**src/rtl/microsequencer.sv**
```systemverilog
// Next-state engine of the microcoded controller: it drives the ROM address (state),
// decodes the returned opcode, and sequences through increment, dispatch, wait and restart.
module microsequencer #(
  parameter logic [3:0] ACCEPT_STATE = 4'd12,
  parameter logic [1:0] MATCH_TOKEN  = 2'd3
) (
  input  logic       clk,
  input  logic       reset,
  input  logic       run,
  input  logic [3:0] microinstruction,
  input  logic [1:0] in_token,
  input  logic       in_valid,
  output logic       in_ready,
  input  logic       tbl_we,
  input  logic       tbl_sel,
  input  logic [1:0] tbl_addr,
  input  logic [3:0] tbl_wdata,
  output logic [3:0] state,
  output logic       accept,
  output logic       err,
  output logic [7:0] step_count
);

  typedef enum logic [3:0] {
    OP_INC     = 4'd0,
    OP_DISP1   = 4'd1,
    OP_DISP2   = 4'd2,
    OP_WAIT    = 4'd3,
    OP_RESTART = 4'd4
  } opcode_e;

  logic [3:0] disp1 [4];
  logic [3:0] disp2 [4];

  logic       token_op;
  logic       illegal_op;
  logic       advance;
  logic [3:0] next_state;

  // NOTE: every signal written in always_comb gets a default first, so no path can infer a latch.
  always_comb begin
    next_state = 4'd0;
    token_op   = 1'b0;
    illegal_op = 1'b0;
    case (microinstruction)
      OP_INC:     next_state = state + 4'd1;
      OP_DISP1: begin
        token_op   = 1'b1;
        next_state = disp1[in_token];
      end
      OP_DISP2: begin
        token_op   = 1'b1;
        next_state = disp2[in_token];
      end
      OP_WAIT: begin
        token_op   = 1'b1;
        next_state = (in_token == MATCH_TOKEN) ? state + 4'd1 : 4'd0;
      end
      OP_RESTART: next_state = 4'd0;
      default:    illegal_op = 1'b1;
    endcase
  end

  assign in_ready = run & ~reset & token_op;
  // Token opcodes advance only on a completed handshake; all others advance whenever run is high.
  assign advance  = run & (~token_op | (in_valid & in_ready));

  // NOTE: sequential state uses non-blocking assignments only, so every register samples pre-edge values.
  always_ff @(posedge clk) begin
    if (reset) begin
      state      <= 4'd0;
      accept     <= 1'b0;
      err        <= 1'b0;
      step_count <= 8'd0;
      // NOTE: the dispatch tables are reset explicitly because their reset contents are functional defaults.
      for (int k = 0; k < 4; k++) begin
        disp1[k] <= 4'(4 + k);
        disp2[k] <= 4'(8 + k);
      end
    end else begin
      // Writes land at the edge, so a same-cycle dispatch still reads the old entry.
      if (tbl_we) begin
        if (tbl_sel) disp2[tbl_addr] <= tbl_wdata;
        else         disp1[tbl_addr] <= tbl_wdata;
      end
      if (run) begin
        accept <= advance && (next_state == ACCEPT_STATE);
        if (advance) begin
          state <= next_state;
          if (step_count != 8'hFF) step_count <= step_count + 8'd1;
          if (illegal_op) err <= 1'b1;
        end
      end
    end
  end

endmodule

```
**config.mk**
```make
export PLATFORM = sky130hd
export DESIGN_NAME = microsequencer
export DESIGN_NICKNAME = d
export VERILOG_FILES = /design/src/rtl/microsequencer.sv
export SDC_FILE = /design/constraint.sdc
export NUM_CORES = 1
export LEC_CHECK = 0
export ABC_AREA = 1
export CORE_MARGIN = 8
export CORE_UTILIZATION = 57
export DETAILED_ROUTE_END_ITERATION = 10
export PLACE_DENSITY = 0.83
export SYNTH_ARGS = -nofsm -noshare
export SYNTH_HDL_FRONTEND = slang
export SYNTH_SLANG_ARGS = --single-unit
```
**constraint.sdc**
```tcl
create_clock -name clk -period 2.5 [get_ports clk]
set_input_delay 0.5 -clock clk [delete_from_list [all_inputs] [get_ports clk]]
set_output_delay 0.5 -clock clk [all_outputs]
set_load 0.1 [all_outputs]
```
==> results of run 1 <==
[area by class of cell]
class | count | area (sq um)
sequential | 46 | 1240
tap | 50 | 62.6
clock inverter | 3 | 11.3
multi-input combinational | 204 | 913
inverter | 59 | 226
fill | 331 | 1200
clock buffer | 5 | 68.8
timing repair buffer | 37 | 333
[cells in the mapped netlist]
cell type,instances
inv_6,1
nand4_1,1
nand3_1,21
a21oi_1,13
o21ai_1,2
edfxtp_1,32
nand2_4,1
ha_1,2
o21ai_0,9
o21bai_2,1
clkbuf_1,1
buf_6,4
nand2_2,3
inv_2,1
nor3b_1,1
inv_1,57
nor3_1,5
buf_4,1
nand2_1,101
dfxtp_1,14
nor2_1,38
xor2_1,2
nor3_2,3
a21oi_2,1
[logic make-up (layout without fill, tap and decap cells)]
logic type      count (synthesis)  count (layout)
fa+ha+maj                       2               2
compound gates                 26              26
simple gates                  174             174
flops                          46              46
buf+inv                        65             104
xor+xnor                        2               2
[registers in the layout, indices dropped and copies added (netlist names)]
signal      cells
disp1          16
disp2          16
state           4
accept          1
err             1
step_count      8
[layer usage]
layer  up-vias  global-route usage [%]  share of wire (%)  routed length, um
met5         -                       0                  0                  0
met2        71                    28.0                 50               2590
met4         0                    7.68                2.2                115
met3        15                    5.19                7.4                381
met1       933                    19.5                 40               2090
li1       1058                       -                  -                  -
[worst reg2reg max path, stage by stage (launching register included)]
cell     delay (ns)
dfxtp_1        0.40
ha_1           0.24
nand3_1        0.13
nor2_1         0.11
nand3_1        0.11
nand2_4        0.15
inv_1          0.12
o21ai_0        0.17
a21oi_1        0.05
[final timing paths]
kind / from / cells past startpoint / endpoint / slack [ns]
worst min register to register: err / 2 / err / 0.46
worst min-delay path: err / 2 / err / 0.46
worst max register to register: step_count[0] / 8 / step_count[0] / 0.90
worst max-delay path: microinstruction[1] / 6 / in_ready / 0.26
[through the flow]
step | std cells | power, mW | hold slack, ns
after global placement | 396 | 1.13 | 0.443
final | 404 | 1.53 | 0.462
after global routing | 404 | 1.60 | 0.497
after detailed placement | 396 | 1.13 | 0.455
after CTS | 404 | 1.54 | 0.466
after floorplan | 315 | 1.05 | 0.673
[where the power goes]
| part | switching, mW | internal, mW | leakage (nW) |
|---|---|---|---|
| logic | 0.167 | 0.0781 | 0.833 |
| clock network | 0.233 | 0.187 | 0.0407 |
| registers | 0.0160 | 0.854 | 0.427 |
| total | 0.416 | 1.12 | 1.30 |
[placed cells by master, fill, tap and decap left out, drive strengths merged]
cell           instances
o21bai                 1
dfxtp                 14
inv                   59
clkinv                 3
nand2                105
nor3b                  1
o21ai                 11
nor3                   8
ha                     2
nand3                 21
buf                   20
a21oi                 14
xor2                   2
edfxtp                32
nor2                  38
clkdlybuf4s50         17
clkbuf                 5
nand4                  1
==> flow_summary_export.csv, run 1 <==
group,metric,value,unit
clocking,cts_hold_buf,0,
global_routing,grt_start_max_net_pins,17,
logic_synthesis,synth-seq-area-share,51.0,%
logic_synthesis,synth-warning-count,0,
logic_synthesis,synth_top_family_by_area,"simple AND/OR/NAND/NOR gates",
global_routing,antenna_found_initial,0,
drt,avgRoutedWirePerCell,12.8,um
global_routing,grt_pass1_wl,8560,um
setup_path,cp-end-kind,"output pin",
setup_path,cp_top_family,"buffers and inverters",
setup_path,max_stage_delay,0.52,ns
sta,finalHoldViolations,0,
logic_synthesis,synth-adder-area-share,1.03,%
logic_synthesis,synth_area,2430,sq um
sta,fin_tns_setup,0,ns
sta,worst_pin_slew,0.563,ns
clocking,cts_tree,"built",
sta,period_share,89.4,%
sta,max_slew_margin,62.1,%
clocking,numCtsBuffers,5,
finish,fin_util,70.4,%
setup_path,path_class,"in2out",
floorplanning,ios,33,
logic_synthesis,netlist-cell-type-count,24,
finish,drive_gt1_share,10.5,%
finish,syn_to_final_growth,17.4,%
clocking,post-cts-setup-buffers,0,
clocking,clk_latency,0.30,ns
setup_path,crit_path_start_kind,"primary input",
flow_run,maxCapViolations,0,
clocking,cts-root-buf,"clkbuf_8",
sta,rsz0062_at_grt,"no",
place,routabilityCongestion,0.900,
drt,post_drt_via_cell_ratio,5.14,
place,placed_area,2780,sq um
global_routing,grt_usage,16.9,%
finish,stdcell_area,2860,sq um
setup_path,cp.required,2.00,ns
floorplanning,design.core.area,4060,sq um
setup_path,crit_buf_inv,3,
setup_path,crit_top_cell,"nor2_1",
logic_synthesis,ys_top_cells_by_area,"edfxtp_1 40%, nand2_1 16%, dfxtp_1 12%, inv_1 8.8%, nor2_1 5.9%",
worst_hold_path,hold_path.class,"reg2reg",
logic_synthesis,synth_cells,315,
floorplanning,dieArea,6610,sq um
floorplanning,die_h,81.3,um
floorplanning,row_count,23,
floorplanning,die_w,81.3,um
sta,finalCriticalPeriod,2.24,ns
finish,final_nets,373,
clocking,cts_resized,0,
sta,fin_ws,0.264,ns
run_status,status,"complete, no violations",
power_and_ir_drop,ir_drop,0.000513,V
drt,dr_total_vias,2077,
sta,max_clock_freq,0.447,GHz
place,hpwl,3880,um
finish,antenna_cells,0,
drt,drt_iter0_drc,110,
logic_synthesis,synth_xor_xnor_area_share,0.720,%
sta,setup-violations-final,0,
global_routing,grt_pass1_vias,1966,
place,place_ws,0.161,ns
drt,antenna_left,0,
clocking,htreeDepth,2,
drt,drtPass1Iterations,4,
logic_synthesis,avgSynthCellArea,7.72,sq um
setup_path,critPathArrivalTime,1.74,ns
logic_synthesis,mappedNetlistNets,335,
setup_path,path_cells,"clkdlybuf4s50_1 -> nor2_1 -> nor2_1 -> inv_1 -> nor3_2 -> buf_12",
logic_synthesis,synth_top_area_share,39.5,%
drt,wl,5180,um
logic_synthesis,synth_top_cell_by_area,"edfxtp_1",
clocking,cts_buffer_depth,2,
logic_synthesis,synthSimpleGateAreaFrac,29.8,%
drt,drc,0,
floorplanning,start_util,59.9,%
logic_synthesis,yosys_register_bits,46,
clocking,cts_num_sinks,46,
sta,clock_skew,0.00429,ns
setup_path,critPathSlowestCell,"clkdlybuf4s50_1",
logic_synthesis,synth_compound_area_share,5.76,%
logic_synthesis,synthMuxAreaShare,0,%
clocking,clk_pin_slew_worst_paths,0.08,ns
setup_path,critPathMaxFanout,4,
sta,slew_viol_final,0,
power_and_ir_drop,powerDensity,537,nW/um^2
power_and_ir_drop,power.static_leakage,1.30,nW
global_routing,grt-ovfl-total,0,
place,io_buffers,32,
Power figures use the tool's default switching activity.
==> inputs of run 2 (changes only) <==
--- a/config.mk
+++ b/config.mk
@@ -10,6 +10,7 @@
 export CORE_UTILIZATION = 57
 export DETAILED_ROUTE_END_ITERATION = 10
 export PLACE_DENSITY = 0.83
+export SETUP_SLACK_MARGIN = 0.15
 export SYNTH_ARGS = -nofsm -noshare
 export SYNTH_HDL_FRONTEND = slang
 export SYNTH_SLANG_ARGS = --single-unit
==> run 2 against run 1 <==
Effect of this change:
- total power decreased by 0.34%
- clock skew decreased by 0.0018 ns
- first-iteration DRC count increased by 26%
- register-to-register slack improved by 0.04 ns
- global-route usage decreased by 1.1 points
- wire length decreased by 6.1%
- sequential power about the same
==> flow_summary_export.csv, run 2 (same netlist as run 1, synthesis figures left out) <==
group,metric,value,unit
run_status,status,"complete, no violations",
power_and_ir_drop,p_sw_share,26.1,%
global_routing,grt_use_met1,18.0,%
sta,period_share,88.5,%
sta,max_clock_freq,0.452,GHz
power_and_ir_drop,power_switching,399,uW
setup_path,cp-end-kind,"output pin",
flow_run,maxCapViolations,0,
floorplanning,die_w,81.3,um
floorplanning,row_count,23,
setup_path,cp.required,2.00,ns
setup_path,rr_endpoint,"step_count[0]",
power_and_ir_drop,total_power,1.53,mW
drt,antenna_left,0,
finish,syn_to_final_growth,17.4,%
worst_hold_path,hp-start,"err",
finish,antenna_cells,0,
sta,finalHoldViolations,0,
floorplanning,dieArea,6610,sq um
global_routing,grt_pass1_wl,8140,um
floorplanning,start_util,59.9,%
sta,fin_tns_setup,0,ns
drt,wl,4870,um
drt,avgRoutedWirePerCell,12.1,um
place,hpwl,3800,um
sta,rsz0062_at_grt,"no",
finish,reg.largest.list,"disp1 (16), disp2 (16), step_count (8)",
global_routing,use_met3,3.97,%
clocking,cts_hold_buf,0,
setup_path,max_stage_delay,0.51,ns
drt,dr_total_vias,2041,
clocking,clk_latency,0.28,ns
power_and_ir_drop,p_seq_share,56.9,%
worst_hold_path,min_path_cells,2,
setup_path,crit_path_start_kind,"primary input",
setup_path,reg2reg_from,"step_count[0]",
sta,setup-violations-final,0,
worst_hold_path,hold_path.class,"reg2reg",
floorplanning,design.core.area,4060,sq um
setup_path,r2r_slack,0.94,ns
global_routing,antenna_found_initial,0,
floorplanning,ios,33,
setup_path,critPathSlowestCell,"clkdlybuf4s50_1",
clocking,htreeDepth,2,
setup_path,reg2regPathDepth,8,
finish,mostFrequentLayoutCells,"101 x nand2_1, 57 x inv_1, 38 x nor2_1",
sta,worst_pin_slew,0.559,ns
floorplanning,die_h,81.3,um
sta,slew_viol_final,0,
setup_path,path_class,"in2out",
clocking,cts_num_sinks,46,
sta,finalCriticalPeriod,2.21,ns
finish,final_nets,372,
finish,final_common_cell,"nand2_1",
power_and_ir_drop,clockPowerShare,27.3,%
clocking,post-cts-setup-buffers,0,
global_routing,grt_pass1_vias,1928,
finish,nFillCells,339,
global_routing,grt_usage,15.8,%
power_and_ir_drop,power.static_leakage,1.30,nW
power_and_ir_drop,p_int,1.13,mW
finish,drive_gt1_share,10.2,%
setup_path,path_cells,"clkdlybuf4s50_1 -> nor2_1 -> nor2_1 -> inv_1 -> nor3_4 -> buf_12",
setup_path,critPathArrivalTime,1.71,ns
setup_path,critPathMaxFanout,4,
drt,drtPass1Iterations,4,
place,routabilityCongestion,0.886,
power_and_ir_drop,ir_drop,0.000462,V
finish,regArea,1240,sq um
global_routing,met2_usage,26.8,%
clocking,numCtsBuffers,5,
clocking,cts-root-buf,"clkbuf_8",
drt,drt_iter0_drc,139,
clocking,cts_buffer_depth,2,
worst_hold_path,holdPathEnd,"err",
finish,multi_input_comb_area,920,sq um
drt,drc,0,
clocking,cts_resized,0,
setup_path,crit_top_cell,"nor2_1",
clocking,clk_pin_slew_worst_paths,0.07,ns
sta,max_slew_margin,62.3,%
place,io_buffers,32,
global_routing,grt_start_max_net_pins,17,
sta,clock_skew,0.00247,ns
drt,post_drt_via_cell_ratio,5.06,
power_and_ir_drop,powerDensity,536,nW/um^2
global_routing,grt-ovfl-total,0,
clocking,cts_tree,"built",
global_routing,top_usage_layer,"met2",
power_and_ir_drop,pwr-share-comb,15.9,%
[run 2: cell count changes in the layout (fill, tap and decap cells not counted)]
| cell | delta |
|---|---|
| clkbuf_1 | +3 |
| nor3_4 | +1 |
| buf_4 | -1 |
| nor3_2 | -1 |
| clkinv_1 | -3 |
[run 2: through the flow]
stage | setup slack [ns] | hold slack, ns | instance area, sq um | instances | util [%]
3_3_place_gp | 0.209 | 0.443 | 2780 | 395 | 68.4
4_1_cts | 0.268 | 0.480 | 2860 | 403 | 70.4
6_report | 0.287 | 0.473 | 2860 | 403 | 70.4
2_1_floorplan | 0.188 | 0.673 | 2440 | 315 | -
5_1_grt | 0.206 | 0.495 | 2860 | 403 | 70.4
3_5_place_dp | 0.166 | 0.469 | 2780 | 395 | 68.4
[run 2: power by group through the flow]
stage	clock (mW)	combinational (mW)	sequential [mW]
2_1_floorplan	0	0.127	0.928
6_report	0.417	0.243	0.870
4_1_cts	0.422	0.243	0.870
3_3_place_gp	0	0.239	0.887
3_5_place_dp	0	0.242	0.888
5_1_grt	0.455	0.269	0.875
[run 2: worst max path at each step]
stage / from / cells after the start / endpoint
floorplan: step_count[0] / 8 / step_count[0]
global placement: tbl_we / 11 / disp1[1][3]
detailed placement: tbl_we / 11 / disp1[1][3]
CTS: microinstruction[1] / 6 / in_ready
global route: microinstruction[1] / 6 / in_ready
finish: microinstruction[1] / 6 / in_ready
[run 2: critical path: cells and delay by family]
| family | cells | cell delay [ns] |
|---|---|---|
| buf+inv | 3 | 0.81 |
| simple gates | 3 | 0.40 |
[run 2: area by class of cell]
cell class                      instances  share of cell area [%]
Sequential cell                        46                    43.5
Clock buffer                            8                    2.80
Inverter                               59                    7.93
Multi-Input combinational cell        204                    32.2
Timing Repair Buffer                   36                    11.4
Tap cell                               50                    2.19
[run 2: per-layer routing]
layer	share of wire [%]	wire, um
met5	0	0
met4	1.3	61
met3	5.5	270
met2	50	2450
met1	43	2080
